$ cat src/rtl/chip8_keypad_scanner_if.sv
// Signal bundle between the chip8 keypad scanner, the 4x4 key matrix and the core.
// The scanner takes the slave view; the matrix/core side takes the master view.
interface chip8_keypad_scanner_if;
    logic [3:0]  row_n;
    logic [3:0]  col_n;
    logic        clear_newest_key_down;
    logic [15:0] input_keys;
    logic [4:0]  newest_key_down;

    modport slave (
        input  row_n,
        input  clear_newest_key_down,
        output col_n,
        output input_keys,
        output newest_key_down
    );

    modport master (
        output row_n,
        output clear_newest_key_down,
        input  col_n,
        input  input_keys,
        input  newest_key_down
    );
endinterface

$ cat src/rtl/chip8_keypad_scanner.sv
// 4x4 hex keypad scanner: column drive, row synchroniser, per-key debounce,
// and the latched newest-key code consumed by the chip8 core's Fx0A.
module chip8_keypad_scanner #(
    parameter int SCAN_DIV        = 1000,
    parameter int DEBOUNCE_FRAMES = 4
) (
    input  logic                  clk,
    input  logic                  rst_n,
    chip8_keypad_scanner_if.slave bus
);
    localparam int                SLOT_W    = (SCAN_DIV > 1) ? $clog2(SCAN_DIV) : 1;
    localparam int                CNT_MIN   = $clog2(DEBOUNCE_FRAMES + 1);
    localparam int                CNT_W     = (CNT_MIN > 3) ? CNT_MIN : 3;
    localparam logic [SLOT_W-1:0] SLOT_LAST = SLOT_W'(SCAN_DIV - 1);
    localparam logic [CNT_W-1:0]  CNT_FLIP  = CNT_W'(DEBOUNCE_FRAMES - 1);
    localparam logic [4:0]        NO_KEY    = 5'd16;

    logic [3:0]        r_row_meta;
    logic [3:0]        r_row_sync;
    logic [SLOT_W-1:0] r_slot;
    logic [1:0]        r_col;
    logic [3:0]        r_col_n;
    logic [CNT_W-1:0]  r_db_cnt [16];
    logic [15:0]       r_keys;
    logic [4:0]        r_newest;

    logic              w_sample;
    logic [CNT_W-1:0]  w_db_cnt_nxt [16];
    logic [15:0]       w_keys_nxt;
    logic [4:0]        w_newest_nxt;

    function automatic logic [3:0] key_code(input logic [1:0] row, input logic [1:0] col);
        logic [3:0] code;
        code = 4'h0;
        case ({row, col})
            4'b00_00: code = 4'h1;
            4'b00_01: code = 4'h2;
            4'b00_10: code = 4'h3;
            4'b00_11: code = 4'hC;
            4'b01_00: code = 4'h4;
            4'b01_01: code = 4'h5;
            4'b01_10: code = 4'h6;
            4'b01_11: code = 4'hD;
            4'b10_00: code = 4'h7;
            4'b10_01: code = 4'h8;
            4'b10_10: code = 4'h9;
            4'b10_11: code = 4'hE;
            4'b11_00: code = 4'hA;
            4'b11_01: code = 4'h0;
            4'b11_10: code = 4'hB;
            4'b11_11: code = 4'hF;
            default:  code = 4'h0;
        endcase
        return code;
    endfunction

    // NOTE: the synchroniser resets to "no row pulled low" so nothing looks pressed out of reset.
    always_ff @(posedge clk or negedge rst_n) begin
        if (!rst_n) begin
            r_row_meta <= 4'hF;
            r_row_sync <= 4'hF;
        end else begin
            r_row_meta <= bus.row_n;
            r_row_sync <= r_row_meta;
        end
    end

    assign w_sample = (r_slot == SLOT_LAST);

    // Column drive is kept as its own one-hot register so col_n never glitches.
    always_ff @(posedge clk or negedge rst_n) begin
        if (!rst_n) begin
            r_slot  <= '0;
            r_col   <= 2'd0;
            r_col_n <= 4'b1110;
        end else if (w_sample) begin
            r_slot  <= '0;
            r_col   <= r_col + 2'd1;
            r_col_n <= {r_col_n[2:0], r_col_n[3]};
        end else begin
            r_slot  <= r_slot + 1'b1;
        end
    end

    // NOTE: combinational next-state uses blocking assignments, with every output defaulted first.
    always_comb begin
        logic [3:0] k_idx;
        logic       raw;
        k_idx        = 4'h0;
        raw          = 1'b0;
        w_keys_nxt   = r_keys;
        w_newest_nxt = r_newest;
        for (int k = 0; k < 16; k++) begin
            w_db_cnt_nxt[k] = r_db_cnt[k];
        end

        if (bus.clear_newest_key_down) begin
            w_newest_nxt = NO_KEY;
        end

        // Rows are visited high to low so the lowest simultaneous riser is written last and wins.
        if (w_sample) begin
            for (int r = 3; r >= 0; r--) begin
                k_idx = key_code(2'(r), r_col);
                raw   = ~r_row_sync[r];
                if (raw == r_keys[k_idx]) begin
                    w_db_cnt_nxt[k_idx] = '0;
                end else if (r_db_cnt[k_idx] == CNT_FLIP) begin
                    w_db_cnt_nxt[k_idx] = '0;
                    w_keys_nxt[k_idx]   = raw;
                    if (raw) begin
                        w_newest_nxt = {1'b0, k_idx};
                    end
                end else begin
                    w_db_cnt_nxt[k_idx] = r_db_cnt[k_idx] + 1'b1;
                end
            end
        end
    end

    // NOTE: the debounce counters are a flop array with reset, not a memory, so they can be cleared.
    always_ff @(posedge clk or negedge rst_n) begin
        if (!rst_n) begin
            for (int k = 0; k < 16; k++) begin
                r_db_cnt[k] <= '0;
            end
            r_keys   <= '0;
            r_newest <= NO_KEY;
        end else begin
            for (int k = 0; k < 16; k++) begin
                r_db_cnt[k] <= w_db_cnt_nxt[k];
            end
            r_keys   <= w_keys_nxt;
            r_newest <= w_newest_nxt;
        end
    end

    assign bus.col_n           = r_col_n;
    assign bus.input_keys      = r_keys;
    assign bus.newest_key_down = r_newest;
endmodule

$ cat src/flat_wrapper.sv
// flat-port wrapper written by rule: the top's interface ports become plain ports
module chip8_keypad_scanner_flat 
#(
    parameter int SCAN_DIV        = 1000,
    parameter int DEBOUNCE_FRAMES = 4
)
  (clk, rst_n, bus_row_n, bus_clear_newest_key_down, bus_col_n, bus_input_keys, bus_newest_key_down);
  chip8_keypad_scanner_if bus_i ();
  input  logic clk;
  input  logic rst_n;
  input wire logic [$bits(bus_i.row_n)-1:0] bus_row_n;
  input wire logic [$bits(bus_i.clear_newest_key_down)-1:0] bus_clear_newest_key_down;
  output wire logic [$bits(bus_i.col_n)-1:0] bus_col_n;
  output wire logic [$bits(bus_i.input_keys)-1:0] bus_input_keys;
  output wire logic [$bits(bus_i.newest_key_down)-1:0] bus_newest_key_down;
  assign bus_i.row_n = bus_row_n;
  assign bus_i.clear_newest_key_down = bus_clear_newest_key_down;
  assign bus_col_n = bus_i.col_n;
  assign bus_input_keys = bus_i.input_keys;
  assign bus_newest_key_down = bus_i.newest_key_down;
  chip8_keypad_scanner #(.SCAN_DIV(SCAN_DIV), .DEBOUNCE_FRAMES(DEBOUNCE_FRAMES)) u_core (.clk(clk), .rst_n(rst_n), .bus(bus_i));
endmodule
$ cat config.mk
export PLATFORM = sky130hd
export DESIGN_NAME = chip8_keypad_scanner_flat
export DESIGN_NICKNAME = d
export VERILOG_FILES = /design/src/rtl/chip8_keypad_scanner_if.sv /design/src/rtl/chip8_keypad_scanner.sv /design/src/flat_wrapper.sv
export SDC_FILE = /design/constraint.sdc
export NUM_CORES = 1
export LEC_CHECK = 0
export ABC_CLOCK_PERIOD_IN_PS = 5400
export BUFFER_PORTS_ARGS = -buffer_cell sky130_fd_sc_hd__buf_2
export CAP_MARGIN = 20
export CORE_ASPECT_RATIO = 1.75
export CORE_MARGIN = 2
export CORE_UTILIZATION = 50
export DETAILED_ROUTE_END_ITERATION = 6
export PLACE_DENSITY = 0.67
export SYNTH_ARGS = -nofsm -noshare
export SYNTH_HDL_FRONTEND = slang
export SYNTH_SLANG_ARGS = --single-unit
$ cat constraint.sdc
create_clock -name clk -period 5.4 [get_ports clk]
set_clock_uncertainty 0.1 [all_clocks]
set_input_delay 0.54 -clock clk [delete_from_list [all_inputs] [get_ports clk]]
set_output_delay 0.54 -clock clk [all_outputs]
set_load 0.005 [all_outputs]
==> flow_metrics.py <==
metrics = {
    "sta": {
        "setup_viol": 0,
        "relSlewSlack": 0.384,
        "setup_repair_after_global_routing_missed_its_margin": "false",
        "period_share": 0.788,
        "final.min_clock_period_ns": 4.26,
        "finalHoldViolCount": 0,
        "worst_slew_pin_slew_ns": 0.921,
        "finalSetupTns_ns": 0,
        "slew_viol_final": 0,
        "timing.fmax_mhz": 235,
    },
    "critical_path": {
        "critical-path-max-stage-delay_ns": 0.84,
        "criticalPathCategory": "flop to flop",
        "worst_r2r_endpoint": "u_core.bus.newest_key_down[0]",
        "critical_path_data_required_time_ns": 5.52,
        "ff2ff_path_depth": 11,
        "critical_path.cell_chain": "buf_4, inv_1, ha_1, mux4_2, ha_1, ha_1, nand3b_1, a2bb2oi_1, nor2_1, a311oi_1, a22oi_1",
        "cpMaxStageDelayCell": "sky130_fd_sc_hd__ha_1",
        "critical-path-top-cell-by-count": "sky130_fd_sc_hd__ha_1",
        "cp_max_fo": 22,
        "r2r_setup_slack_ns": 1.14,
        "crit_arrival_ns": 4.37,
        "crit-reg2reg-launch": "u_core.r_col[0]",
        "timing.critical_path.from": "u_core.r_col[0]",
        "cp-start-kind": "flop",
        "critPathCaptureType": "flop",
    },
    "grt": {
        "via_count_of_the_first_global_routing_pass": 5337,
        "grt_antenna_before_repair": 0,
        "overflow": 0,
        "grt_first_pass_wirelength_um": 30200,
        "grt_use_total": 0.319,
        "grt_start_max_net_pins": 59,
    },
    "clock_tree": {
        "cts_hold_buffers": 0,
        "clock_insertion_delay_worst_skew_ns": 0.36,
        "sink_count_of_the_clock_tree": 93,
        "cts-root-buf": "sky130_fd_sc_hd__clkbuf_16",
        "clk_transition_reported_paths_ns": 0.07,
        "htree_levels": 3,
        "postCtsResizedCells": 0,
        "clock_path_buffers": 2,
        "tritoncts": "yes",
        "cts-buffers-inserted": 9,
        "total_setup_buffers_inserted_after_cts": 0,
    },
    "routing": {
        "post_drt_via_cell_ratio": 6.88,
        "number_of_vias_after_detailed_routing": 5225,
        "drt_drc": 0,
        "drt_iter0_markers": 477,
        "firstDrtPassIters": 6,
        "finalWirelength_um": 19300,
        "wl_per_cell_um": 25.4,
        "drtAntennaViolNets": 0,
    },
    "power_and_ir_drop": {
        "finalPower_w": 0.00144,
        "worst_ir_drop_vdd_v": 0.000156,
        "total_leakage_power_nw": 2.65,
        "power_density_nw_per_um2": 225,
    },
    "die": {
        "design.die.area_um2": 12700,
        "design.portCount": 32,
        "num_rows": 52,
        "die_h_um": 148,
        "core_region_area_um2": 11500,
        "initial_standard_cell_utilization_of_the_core": 0.512,
        "die_width_um": 86.1,
    },
    "finish": {
        "area_growth_pct": 8.98,
        "fin_nets": 643,
        "post_route_cells_drive_above_1_share": 0.200,
        "fillCellCount": 984,
        "insertedDiodeCount": 0,
    },
    "run_status": {
        "status": "complete, no violations",
    },
    "synth": {
        "postSynthCellCount": 609,
        "ys_top_cells_by_area": "sky130_fd_sc_hd__dfrtp_1 (34%), sky130_fd_sc_hd__mux4_2 (6.5%), sky130_fd_sc_hd__nand2_1 (5.6%), sky130_fd_sc_hd__dfstp_2 (5.4%), sky130_fd_sc_hd__o21ai_0 (4.7%)",
        "async_set_or_reset_flop_fraction_in_the_synthesized_netlist": 1.00,
        "synth-seq-area-share": 0.398,
        "syn-num-nets": 633,
        "yosys.area.top_type_share": 0.344,
        "mappedNetlistArea_um2": 5890,
        "synth_top_cells_by_count": "sky130_fd_sc_hd__nand2_1 (88), sky130_fd_sc_hd__dfrtp_1 (81), sky130_fd_sc_hd__o21ai_0 (55)",
        "yosys.area.top_type": "sky130_fd_sc_hd__dfrtp_1",
        "ys_types": 74,
        "synth-seq-cells": 93,
        "yosysMostFrequentCell": "sky130_fd_sc_hd__nand2_1",
        "ys_flop_type": "sky130_fd_sc_hd__dfrtp_1",
        "average_instance_area_after_synthesis_um2": 9.67,
        "number_of_enable_flip_flop_cells_after_synthesis": 0,
        "yosys_warnings": 0,
    },
    "worst_hold_path": {
        "hp-class": "input port to async pin",
    },
    "place": {
        "replace_congestion": 1.00,
        "hpwl_um": 13900,
        "port_buffers": 31,
    },
    "job": {
        "drv.max_cap_violation_count": 0,
    },
}
## layout by cell type (no fill, tap or decap), types with 5 or more instances in the layout
master,Yosys,final
sky130_fd_sc_hd__o21ai_0,55,55
sky130_fd_sc_hd__mux2_2,21,21
sky130_fd_sc_hd__dfstp_2,12,12
sky130_fd_sc_hd__xor2_1,6,6
sky130_fd_sc_hd__o31ai_1,8,8
sky130_fd_sc_hd__buf_4,2,10
sky130_fd_sc_hd__nand3_1,24,24
sky130_fd_sc_hd__nor3_1,9,9
sky130_fd_sc_hd__mux4_2,17,17
sky130_fd_sc_hd__buf_2,5,30
sky130_fd_sc_hd__o211ai_1,7,7
sky130_fd_sc_hd__o221ai_1,10,10
sky130_fd_sc_hd__nand2_1,88,88
sky130_fd_sc_hd__xnor2_1,5,5
sky130_fd_sc_hd__nor2_1,32,32
sky130_fd_sc_hd__o22ai_1,6,6
sky130_fd_sc_hd__and3_1,7,7
sky130_fd_sc_hd__dfrtp_1,81,81
sky130_fd_sc_hd__mux2i_1,17,17
sky130_fd_sc_hd__o2bb2ai_1,6,6
sky130_fd_sc_hd__a21oi_1,16,16
sky130_fd_sc_hd__inv_1,13,13
sky130_fd_sc_hd__nand4_1,6,6
sky130_fd_sc_hd__and2_1,6,5
sky130_fd_sc_hd__clkbuf_16,0,9
sky130_fd_sc_hd__ha_1,17,17
sky130_fd_sc_hd__a31oi_1,11,11
sky130_fd_sc_hd__nand2b_1,12,12
## critical path, delay by kind of cell, from the launching register on
family	cells	cell delay, ns
adder cells (fa/ha/maj)	3	1.43
AO/OA/AOI/OAI	3	0.84
multiplexers	1	0.61
buffers and inverters	2	0.49
flip-flops	1	0.32
AND/OR/NAND/NOR	2	0.32
## per-stage QoR
| stage | std cells | instance area [um^2] | setup WS [ns] | utilization | hold slack (ns) |
|---|---|---|---|---|---|
| 3_5_place_dp | 743 | 6100 | 1.25 | 0.529 | 0.247 |
| 6_report | 759 | 6420 | 1.14 | 0.557 | 0.0232 |
| 3_3_place_gp | 743 | 6100 | 1.35 | 0.529 | 0.246 |
| 2_1_floorplan | 609 | 5890 | 1.09 | - | 0.144 |
| 4_1_cts | 759 | 6420 | 1.23 | 0.557 | 0.0406 |
| 5_1_grt | 759 | 6420 | 0.858 | 0.557 | 0.0673 |
## power by group
| part | switching (W) | internal (W) | leakage [nW] |
|---|---|---|---|
| registers | 0.00000340 | 0.000702 | 1.24 |
| logic | 0.0000250 | 0.00000647 | 1.25 |
| clock network | 0.000297 | 0.000408 | 0.156 |
## cells by family (layout without fill, tap and decap cells)
family          Yosys count  in the layout  synth area share
simple gates            209            209             0.170
compound gates          164            164             0.191
flops                    93             93             0.398
mux                      58             58             0.142
buf+inv                  55             70            0.0412
fa+ha+maj                17             17            0.0361
xor+xnor                 13             13            0.0219
## state kept, by name, summed over array words and instances, names as in the netlist
| name | count |
|---|---|
| u_core.r_col | 2 |
| u_core.r_slot | 10 |
| u_core.bus.input_keys | 16 |
| u_core.bus.newest_key_down | 5 |
| u_core.bus.col_n | 4 |
| u_core.r_row_sync | 4 |
| u_core.r_row_meta | 4 |
| u_core.r_db_cnt | 48 |
## worst max-delay path by stage
stage | to | slack (ns) | depth (start not counted)
2_1_floorplan | u_core.r_db_cnt[0] | 1.09 | 13
3_3_place_gp | u_core.bus.newest_key_down[0] | 1.35 | 13
3_5_place_dp | u_core.bus.newest_key_down[0] | 1.25 | 13
4_1_cts | u_core.bus.newest_key_down[0] | 1.23 | 13
5_1_grt | u_core.bus.newest_key_down[0] | 0.86 | 11
6_report | u_core.bus.newest_key_down[0] | 1.14 | 11
## final cells by class
cell class | instances | area [um^2] | area share
Sequential cell | 93 | 2340 | 0.365
Clock buffer | 9 | 225 | 0.0351
Clock inverter | 7 | 98.8 | 0.0154
Timing Repair Buffer | 40 | 225 | 0.0351
Multi-Input combinational cell | 461 | 3310 | 0.515
Inverter | 14 | 52.6 | 0.00819
Tap cell | 135 | 169 | 0.0263
## routing by layer
metal  GRT usage  vias up  wire [um]
li1            -     2285          -
met1       0.365     2532       6920
met2       0.527      312       9690
met3      0.0508       96       1090
met4       0.236        0       1600
met5           0        -          0
Power figures use the tool's default switching activity.
